## src/rtl/fft8_out_serializer.sv

```systemverilog
// ---------------------------------------------------------------------------
// fft8_out_serializer
//
// Takes a parallel 8-point complex FFT result (one strobe, all eight bins at
// once) and streams it out one bin per cycle under a valid/ready handshake.
// Two frame buffers are used ping-pong style. While one frame is being
// drained, the next one can be captured, so back-to-back frames stream
// without a gap.
//
// Ports
//   clk          : single clock, rising edge
//   rst_n        : asynchronous active-low reset
//   vld_in       : one-cycle strobe, a full frame is on fft_din_re/im
//   fft_din_re   : 8 real parts, bin k at [(k+1)*W-1 -: W]
//   fft_din_im   : 8 imaginary parts, same packing
//   rdy_in       : downstream ready
//   vld_out      : serial sample valid
//   fft_dout_re  : real part of the current bin
//   fft_dout_im  : imaginary part of the current bin
//   dout_idx     : bin index of the current sample
//   dout_last    : current sample is bin 7 of its frame
//   ovf_flag     : sticky, a frame arrived with both buffers full and was lost
// ---------------------------------------------------------------------------
module fft8_out_serializer #(
    parameter int FFT_DATA_WD = 10
) (
    input  logic                       clk,
    input  logic                       rst_n,
    input  logic                       vld_in,
    input  logic [8*FFT_DATA_WD-1:0]   fft_din_re,
    input  logic [8*FFT_DATA_WD-1:0]   fft_din_im,
    input  logic                       rdy_in,
    output logic                       vld_out,
    output logic [FFT_DATA_WD-1:0]     fft_dout_re,
    output logic [FFT_DATA_WD-1:0]     fft_dout_im,
    output logic [2:0]                 dout_idx,
    output logic                       dout_last,
    output logic                       ovf_flag
);

    // Frame storage: [buffer][bin]. Samples are stored exactly as received.
    logic [FFT_DATA_WD-1:0] buf_re [0:1][0:7];
    logic [FFT_DATA_WD-1:0] buf_im [0:1][0:7];

    // Unpacked view of the incoming frame
    logic [FFT_DATA_WD-1:0] din_re_bin [0:7];
    logic [FFT_DATA_WD-1:0] din_im_bin [0:7];

    logic [1:0] cnt;        // number of buffered frames, 0..2
    logic       wr_ptr;     // buffer the next accepted frame goes into
    logic       rd_ptr;     // buffer currently being drained
    logic [2:0] rd_idx;     // bin currently presented on the output
    logic       ovf_q;

    logic       xfer;       // a sample is handed over this cycle
    logic       final_xfer; // ... and it is bin 7, so the read buffer frees up
    logic       accept;     // the incoming frame is captured this cycle
    logic       drop;       // the incoming frame is lost this cycle

    always_comb begin
        for (int k = 0; k < 8; k++) begin
            din_re_bin[k] = fft_din_re[(k+1)*FFT_DATA_WD-1 -: FFT_DATA_WD];
            din_im_bin[k] = fft_din_im[(k+1)*FFT_DATA_WD-1 -: FFT_DATA_WD];
        end
    end

    // A full block still accepts a frame when the last sample of the read
    // frame leaves in the same cycle: wr_ptr then equals rd_ptr, and the
    // buffer being overwritten is exactly the one that is freed at this edge.
    always_comb begin
        xfer       = (cnt != 2'd0) && rdy_in;
        final_xfer = xfer && (rd_idx == 3'd7);
        accept     = vld_in && ((cnt != 2'd2) || final_xfer);
        drop       = vld_in && !accept;
    end

    // Control state
    always_ff @(posedge clk or negedge rst_n) begin
        if (!rst_n) begin
            cnt    <= 2'd0;
            wr_ptr <= 1'b0;
            rd_ptr <= 1'b0;
            rd_idx <= 3'd0;
            ovf_q  <= 1'b0;
        end else begin
            if (accept) begin
                wr_ptr <= ~wr_ptr;
            end
            if (final_xfer) begin
                rd_ptr <= ~rd_ptr;
            end
            if (xfer) begin
                rd_idx <= rd_idx + 3'd1;    // wraps 7 -> 0 at frame end
            end
            case ({accept, final_xfer})
                2'b10:   cnt <= cnt + 2'd1;
                2'b01:   cnt <= cnt - 2'd1;
                default: cnt <= cnt;        // none, or one in and one out
            endcase
            if (drop) begin
                ovf_q <= 1'b1;
            end
        end
    end

    // Frame buffers. They are cleared on reset so the outputs read zero
    // until the first frame arrives.
    always_ff @(posedge clk or negedge rst_n) begin
        if (!rst_n) begin
            for (int b = 0; b < 2; b++) begin
                for (int k = 0; k < 8; k++) begin
                    buf_re[b][k] <= '0;
                    buf_im[b][k] <= '0;
                end
            end
        end else if (accept) begin
            for (int k = 0; k < 8; k++) begin
                buf_re[wr_ptr][k] <= din_re_bin[k];
                buf_im[wr_ptr][k] <= din_im_bin[k];
            end
        end
    end

    // Outputs are decoded from registered state only, so vld_in/rdy_in
    // never reach an output combinationally and a stalled sample stays put.
    always_comb begin
        vld_out     = (cnt != 2'd0);
        fft_dout_re = buf_re[rd_ptr][rd_idx];
        fft_dout_im = buf_im[rd_ptr][rd_idx];
        dout_idx    = rd_idx;
        dout_last   = (cnt != 2'd0) && (rd_idx == 3'd7);
        ovf_flag    = ovf_q;
    end

endmodule

```

## config.mk

```make
export PLATFORM = sky130hd
export DESIGN_NAME = fft8_out_serializer
export DESIGN_NICKNAME = d
export VERILOG_FILES = /design/src/rtl/fft8_out_serializer.sv
export SDC_FILE = /design/constraint.sdc
export NUM_CORES = 1
export LEC_CHECK = 0
export CAP_MARGIN = 30
export CORE_MARGIN = 4
export CORE_UTILIZATION = 50
export CTS_CLUSTER_DIAMETER = 100
export DETAILED_ROUTE_END_ITERATION = 8
export GPL_TIMING_DRIVEN = 0
export PLACE_DENSITY = 0.76
export SYNTH_ARGS = -nofsm -noshare
export SYNTH_HDL_FRONTEND = slang
export SYNTH_SLANG_ARGS = --single-unit
```

## constraint.sdc

```tcl
create_clock -name clk -period 2.2 [get_ports clk]
set_input_delay 0.44 -clock clk [delete_from_list [all_inputs] [get_ports clk]]
set_output_delay 0.44 -clock clk [all_outputs]
set_load 0.03 [all_outputs]
```

==> results of run 1 <==
## synth_stat cells (2+ instances only)
master / instances
a21oi_1: 2
dfrtp_1: 328
a22oi_1: 40
o21ai_0: 2
buf_4: 11
clkbuf_1: 18
buf_2: 22
and2_1: 3
nand2_1: 24
mux4_2: 80
ha_1: 2
mux2_1: 129
nor2b_1: 3
xnor2_1: 4
mux2_2: 193
buf_6: 10
## path summary, 6_finish.rpt
path                                  start             end  slack (ns)
worst max-delay path                 rd_ptr  fft_dout_re[6]       -0.69
worst min-delay path                  rst_n      buf_re[19]       -0.01
worst max register to register  dout_idx[1]      buf_im[63]       -0.48
worst min register to register     ovf_flag        ovf_flag        0.48
max in group asynchronous             rst_n      buf_im[48]        1.09
min in group clk                   ovf_flag        ovf_flag        0.48
## state kept, by name, indices dropped and copies added (netlist names)
name and flops:
buf_im 160, buf_re 160, cnt 2, dout_idx 3, ovf_flag 1, rd_ptr 1, wr_ptr 1
## routing by layer
metal | track usage [%] | vias up
met5 | 0 | -
met4 | 6.876 | 2
met3 | 4.787 | 69
met2 | 38.87 | 387
met1 | 36.22 | 5111
li1 | - | 3963
## cells by family after synthesis
group / Yosys count
xor gates and xnor gates: 4
muxes: 402
DFF: 328
buffers and inverters: 63
adders and majority gates: 2
AOI/OAI and AO/OA: 49
and+or+nand+nor: 35
## layout make-up
| class | count | area share (%) |
|---|---|---|
| diodes | 2 | 0.02365 |
| clock buffers | 51 | 4.954 |
| multi-input cells | 492 | 33.19 |
| flip-flops and latches | 328 | 38.80 |
| plain buffers | 57 | 4.333 |
| clock inverters | 9 | 0.3429 |
| well taps | 384 | 2.270 |
| repair buffers | 276 | 16.05 |
| inverters | 2 | 0.03547 |
## power breakdown
part | leakage, uW | switching [uW] | internal [uW] | total [uW]
sequential | 0.00386 | 1760 | 9170 | 10900
clock | 0.000556 | 2380 | 3420 | 5800
combinational | 0.00494 | 8190 | 11400 | 19600
total | 0.00935 | 12300 | 24000 | 36300
## worst register-to-register path, cell delays in order, from the launching register on
cell      delay, ns
dfrtp_2        0.44
buf_6          0.13
buf_6          0.10
buf_6          0.10
buf_6          0.11
ha_4           0.15
ha_4           0.17
and2_4         0.17
o211ai_4       0.21
buf_12         0.16
buf_12         0.12
buf_12         0.13
buf_4          0.13
buf_12         0.12
mux2_4         0.31
## stage by stage
step / utilization, % / instances / setup WS (ns)
floorplan: - / 883 / -0.01583
global placement: 59.06 / 1456 / -14.62
detailed placement: 59.26 / 1458 / -1.190
CTS: 68.63 / 1559 / -0.6433
global route: 73.54 / 1601 / -0.7344
finish: 73.54 / 1601 / -0.6857
## repair_timing
item	CTS	global route
cloned	14	21
pin swaps	28	11
setup endpoints to repair	342	324
gates resized for setup	374	231
setup buffers	29	31
==> flow_summary_export.csv, run 1 <==
group,metric,value,unit
synth,yosysUniqueCellTypes,28,
synth,ys.warnings.count,0,
synth,yosys.area_share.xor_xnor,0.2399,%
flow_run,cap_violations,0,
timing,min_period,2.886,ns
timing,slew-limit-headroom,47.34,%
critical_path,critPathRequiredTime,1.76,ns
global_route,grt_pass1_vias,9709,
critical_path,path_common_cell,"buf_12",
routing,wl_per_cell,27.19,um
clock_tree,cts_root_buf,"clkbuf_16",
clock_tree,cts_buffers,36,
floorplanning,fp.dieH,178.9,um
floorplanning,start_util,50.75,%
routing,routed_wl,43540,um
final_layout,final_cell_mix,"325 x dfrtp_1, 204 x mux2_4, 164 x clkdlybuf4s50_1, 80 x mux4_2, 66 x mux2_2",
min_path,hold_path_class,"input port to asynchronous set/reset pin",
power_and_ir_drop,fin_total_pwr,36330,uW
clock_tree,hold_buffers,0,
timing,slew_viol_final,0,
critical_path,startpoint_type,"flip-flop",
critical_path,end_kind,"primary output",
timing,grt_setup_unrepaired,"true",
global_route,antenna_found_initial,3,
critical_path,path_class,"flip-flop to primary output",
synth,synth_top_area_cell,"dfrtp_1",
global_route,grt_pass1_wl,59570,um
power_and_ir_drop,power.density,1717,nW/um^2
global_route,grt_overflow,0,
timing,fin_hold_ws,-0.009738,ns
floorplanning,dieWidth,178.9,um
synth,ys_ff_latch,328,
placed_design,hpwlAfterDp,25550,um
timing,worst_pin_slew,0.7900,ns
synth,synth_ff_type,"dfrtp_1",
timing,finClkSkew,0.01466,ns
power_and_ir_drop,ir_drop,1.319,mV
floorplanning,core_area,28780,sq um
synth,synthArstFlopShare,100.0,%
critical_path,cp_num_buf_inv,4,
clock_tree,clock_latency,0.51,ns
critical_path,cp.arrival,2.45,ns
routing,final_antenna_net_count,0,
routing,top_layer,"met5",
timing,post-route-period-util,131.2,%
synth,synth_edf_count,0,
routing,wl_met3,3135,um
power_and_ir_drop,p_leak,0.009351,uW
floorplanning,rows,62,
placed_design,portBuffers,189,
final_layout,nFillCells,1694,
critical_path,reg2reg_depth,14,
timing,hold_violations,2,
synth,synth_area_leaders,"dfrtp_1 56%, mux2_2 15%, mux4_2 12%, mux2_1 9.9%, a22oi_1 2.1%",
critical_path,crit_fanout,8,
placed_design,placed_cell_area,17060,sq um
timing,setup-tns-final,-103.32,ns
timing,max_freq,0.3465,GHz
routing,wl_met2,20950,um
final_layout,final_area,21170,sq um
routing,drtIter0Drc,615,
global_route,grt_max_degree,126,
final_layout,multi_input_area,7025,sq um
routing,drc,0,
clock_tree,cts_tree,"done",
synth,muxShareOfSynthArea,37.16,%
synth,avgSynthCellArea,16.54,sq um
final_layout,nets,1359,
synth,synth_cells,883,
outcome,outcome,"finished with violations",
routing,wl_met1,18470,um
synth,yosysSeqAreaShare,56.20,%
synth,synth-compound-area-share,2.544,%
global_route,grt.total_usage,24.90,%
final_layout,layout-drive-gt1-share,51.19,%
critical_path,max_stage_delay,0.54,ns
timing,setup_slack,-0.6857,ns
routing,via_per_inst,5.954,
clock_tree,cts_max_level,2,
critical_path,crit_chain,"buf_12 > buf_8 > buf_12 > mux4_2 > a22oi_2 > nand2_2 > buf_6",
synth,synth_top_area_share,56.20,%
final_layout,final_common_cell,"dfrtp_1",
placed_design,routabilityCongestion,0.7849,
routing,drt_first_pass_iters,5,
clock_tree,clock_path_buffers,3,
synth,synth_fa_ha_area_share,0.1713,%
clock_tree,cts.sinks,328,
floorplanning,die_area,32010,sq um
final_layout,register_area,8212,sq um
routing,num_vias,9532,
timing,setup_violations,342,
critical_path,crit_slowest_cell,"mux4_2",
floorplanning,io_pins,190,
synth,synth_top_family_by_area,"multiplexers",
clock_tree,path_clk_slew,0.06,ns
critical_path,crit_cells,7,
final_layout,area_growth,44.92,%
synth,synth_area,14610,sq um
critical_path,cpLargestDelayFamily,"buffers and inverters",
synth,syn_nets,1049,
synth,synth-simple-area-share,1.079,%
outcome,violations,"negative hold slack, negative setup slack",
No activity file was read; power rests on OpenSTA's default activity.
==> run 2, diff against run 1 <==
Settings changed: RECOVER_POWER set to 100.
==> run 2 against run 1 <==
Against the previous run:
- the flow finishes with violations (negative setup slack)
- die area stayed put
- largest power group unchanged
- first-iteration DRC count is 5.0% higher
- hold slack improved by 0.28 ns
- sequential share of layout area grew 0.064 points
- critical path type unchanged
- global-route usage stayed put
- wire length barely moved
- core utilization shrank 0.12 points
- cell area fell by 0.17%
- critical endpoint is now fft_dout_re[7]
- combinational power about the same
- register-to-register slack worse by 0.16 ns
==> flow_summary_export.csv, run 2 (synthesized netlist as in run 1, its figures left out) <==
group,metric,value,unit
power_and_ir_drop,pwr-share-comb,54.0,%
routing,num_vias,9516,
final_layout,nets,1359,
global_route,grt_overflow,0,
clock_tree,cts_tree,"done",
floorplanning,dieWidth,178.9,um
routing,final_antenna_net_count,0,
final_layout,final_area,21130,sq um
final_layout,final_common_cell,"dfrtp_1",
clock_tree,cts_root_buf,"clkbuf_16",
critical_path,cpLargestDelayFamily,"buffers and inverters",
timing,post-route-period-util,131.1,%
global_route,grt.busiest_layer,"met2",
routing,drc,0,
critical_path,path_class,"flip-flop to primary output",
final_layout,register_area,8212,sq um
placed_design,placed_cell_area,17060,sq um
clock_tree,cts.sinks,328,
final_layout,final_cell_mix,"325 x dfrtp_1, 204 x mux2_4, 164 x clkdlybuf4s50_1, 80 x mux4_2, 66 x mux2_2",
critical_path,crit_chain,"buf_12 > buf_8 > buf_12 > mux4_2 > a22oi_2 > nand2_2 > buf_6",
power_and_ir_drop,swShare,33.93,%
timing,slew_viol_final,0,
timing,finClkSkew,0.01366,ns
clock_tree,hold_buffers,0,
critical_path,critPathRequiredTime,1.76,ns
placed_design,portBuffers,189,
critical_path,crit_slowest_cell,"mux4_2",
global_route,antenna_found_initial,3,
global_route,grt_pass1_vias,9709,
critical_path,cp_num_buf_inv,4,
floorplanning,fp.dieH,178.9,um
clock_tree,cts_buffers,36,
routing,wl_per_cell,27.19,um
timing,max_freq,0.3467,GHz
timing,hold_violations,0,
floorplanning,start_util,50.75,%
timing,grt_setup_unrepaired,"true",
critical_path,path_common_cell,"buf_12",
routing,drt_first_pass_iters,4,
global_route,use_met2,38.87,%
power_and_ir_drop,power_switching,12320,uW
routing,drtIter0Drc,646,
power_and_ir_drop,ir_drop,1.318,mV
floorplanning,io_pins,190,
global_route,gr-usage-met3,4.787,%
critical_path,startpoint,"rd_ptr",
floorplanning,die_area,32010,sq um
final_layout,layout-drive-gt1-share,51.11,%
outcome,violations,"negative setup slack",
final_layout,nFillCells,1701,
power_and_ir_drop,power.density,1719,nW/um^2
clock_tree,clock_path_buffers,3,
floorplanning,core_area,28780,sq um
power_and_ir_drop,p_int,23990,uW
final_layout,multi_input_area,7025,sq um
timing,setup_slack,-0.6845,ns
placed_design,preCtsSetupSlack,-1.190,ns
clock_tree,path_clk_slew,0.06,ns
flow_run,cap_violations,0,
final_layout,area_growth,44.68,%
placed_design,routabilityCongestion,0.7849,
timing,setup_violations,342,
routing,routed_wl,43530,um
final_layout,final_core_util,73.42,%
min_path,hold_path_class,"input port to asynchronous set/reset pin",
timing,setup-tns-final,-158.63,ns
global_route,grt_max_degree,126,
clock_tree,clock_latency,0.51,ns
clock_tree,cts_max_level,2,
global_route,use_met1,36.22,%
critical_path,startpoint_type,"flip-flop",
power_and_ir_drop,p_leak,0.009335,uW
power_and_ir_drop,seqPwrFrac,30.1,%
timing,min_period,2.884,ns
critical_path,cp.arrival,2.44,ns
timing,slew-limit-headroom,5.845,%
power_and_ir_drop,p_clk_share,15.9,%
timing,worst_pin_slew,1.412,ns
global_route,grt.total_usage,24.90,%
outcome,outcome,"finished with violations",
critical_path,crit_fanout,8,
placed_design,hpwlAfterDp,25550,um
routing,via_per_inst,5.944,
critical_path,end_kind,"primary output",
global_route,grt_pass1_wl,59570,um
critical_path,max_stage_delay,0.54,ns
critical_path,r2r_start,"dout_idx[1]",
floorplanning,rows,62,
==> run 2: worst paths after layout <==
check / to / slack (ns) / cells after the start
min in group clk: ovf_flag / 0.48 / 1
hold reg to reg: ovf_flag / 0.48 / 1
max in group asynchronous: rd_ptr / 0.23 / 2
setup reg to reg: buf_im[63] / -0.64 / 14
hold / removal: buf_re[89] / 0.27 / 1
setup / recovery: fft_dout_re[7] / -0.68 / 7
==> run 2: worst reg2reg max path, delay by kind of cell (launching register included) <==
family                     cells  cell delay [ns]
buffers and inverters          9             1.26
DFF                            1             0.43
adders and majority gates      2             0.32
muxes                          1             0.31
AOI/OAI and AO/OA              1             0.21
and+or+nand+nor                1             0.17
==> run 2: stage by stage <==
| step | hold slack [ns] | total power, uW | cells |
|---|---|---|---|
| 2_1_floorplan | 0.1444 | 19580 | 883 |
| 6_report | 0.2741 | 36310 | 1601 |
| 3_3_place_gp | 0.4593 | 23780 | 1456 |
| 4_1_cts | 0.02546 | 33080 | 1559 |
| 5_1_grt | 0.4271 | 37750 | 1601 |
| 3_5_place_dp | 0.4686 | 24130 | 1458 |
==> run 2: power groups by stage <==
stage | clock [uW] | sequential, uW | combinational (uW)
final | 5790 | 10900 | 19600
after global routing | 6120 | 11300 | 20300
after CTS | 5850 | 10700 | 16500
after detailed placement | 0 | 10700 | 13400
after global placement | 0 | 10600 | 13100
after floorplan | 0 | 10200 | 9340
==> run 2: layout make-up <==
class | count | area share [%]
Antenna cell | 2 | 0.02369
Buffer | 57 | 4.340
Clock buffer | 51 | 4.962
Clock inverter | 9 | 0.3434
Inverter | 2 | 0.03553
Multi-Input combinational cell | 492 | 33.25
Sequential cell | 328 | 38.86
Tap cell | 384 | 2.274
Timing Repair Buffer | 276 | 15.91
==> run 2: metal layers <==
layer  vias to the layer above  share of wire, %
li1                       3968                 -
met1                      5119                43
met2                       360                48
met3                        67               6.9
met4                         2               2.2
met5                         -             0.030
==> run 2: timing repair <==
item / in CTS / in global routing
endpoints found under the setup margin: 342 / 324
buffers inserted: 29 / 31
gates cloned: 14 / 21
gates resized for setup: 374 / 231
pin swaps: 28 / 11
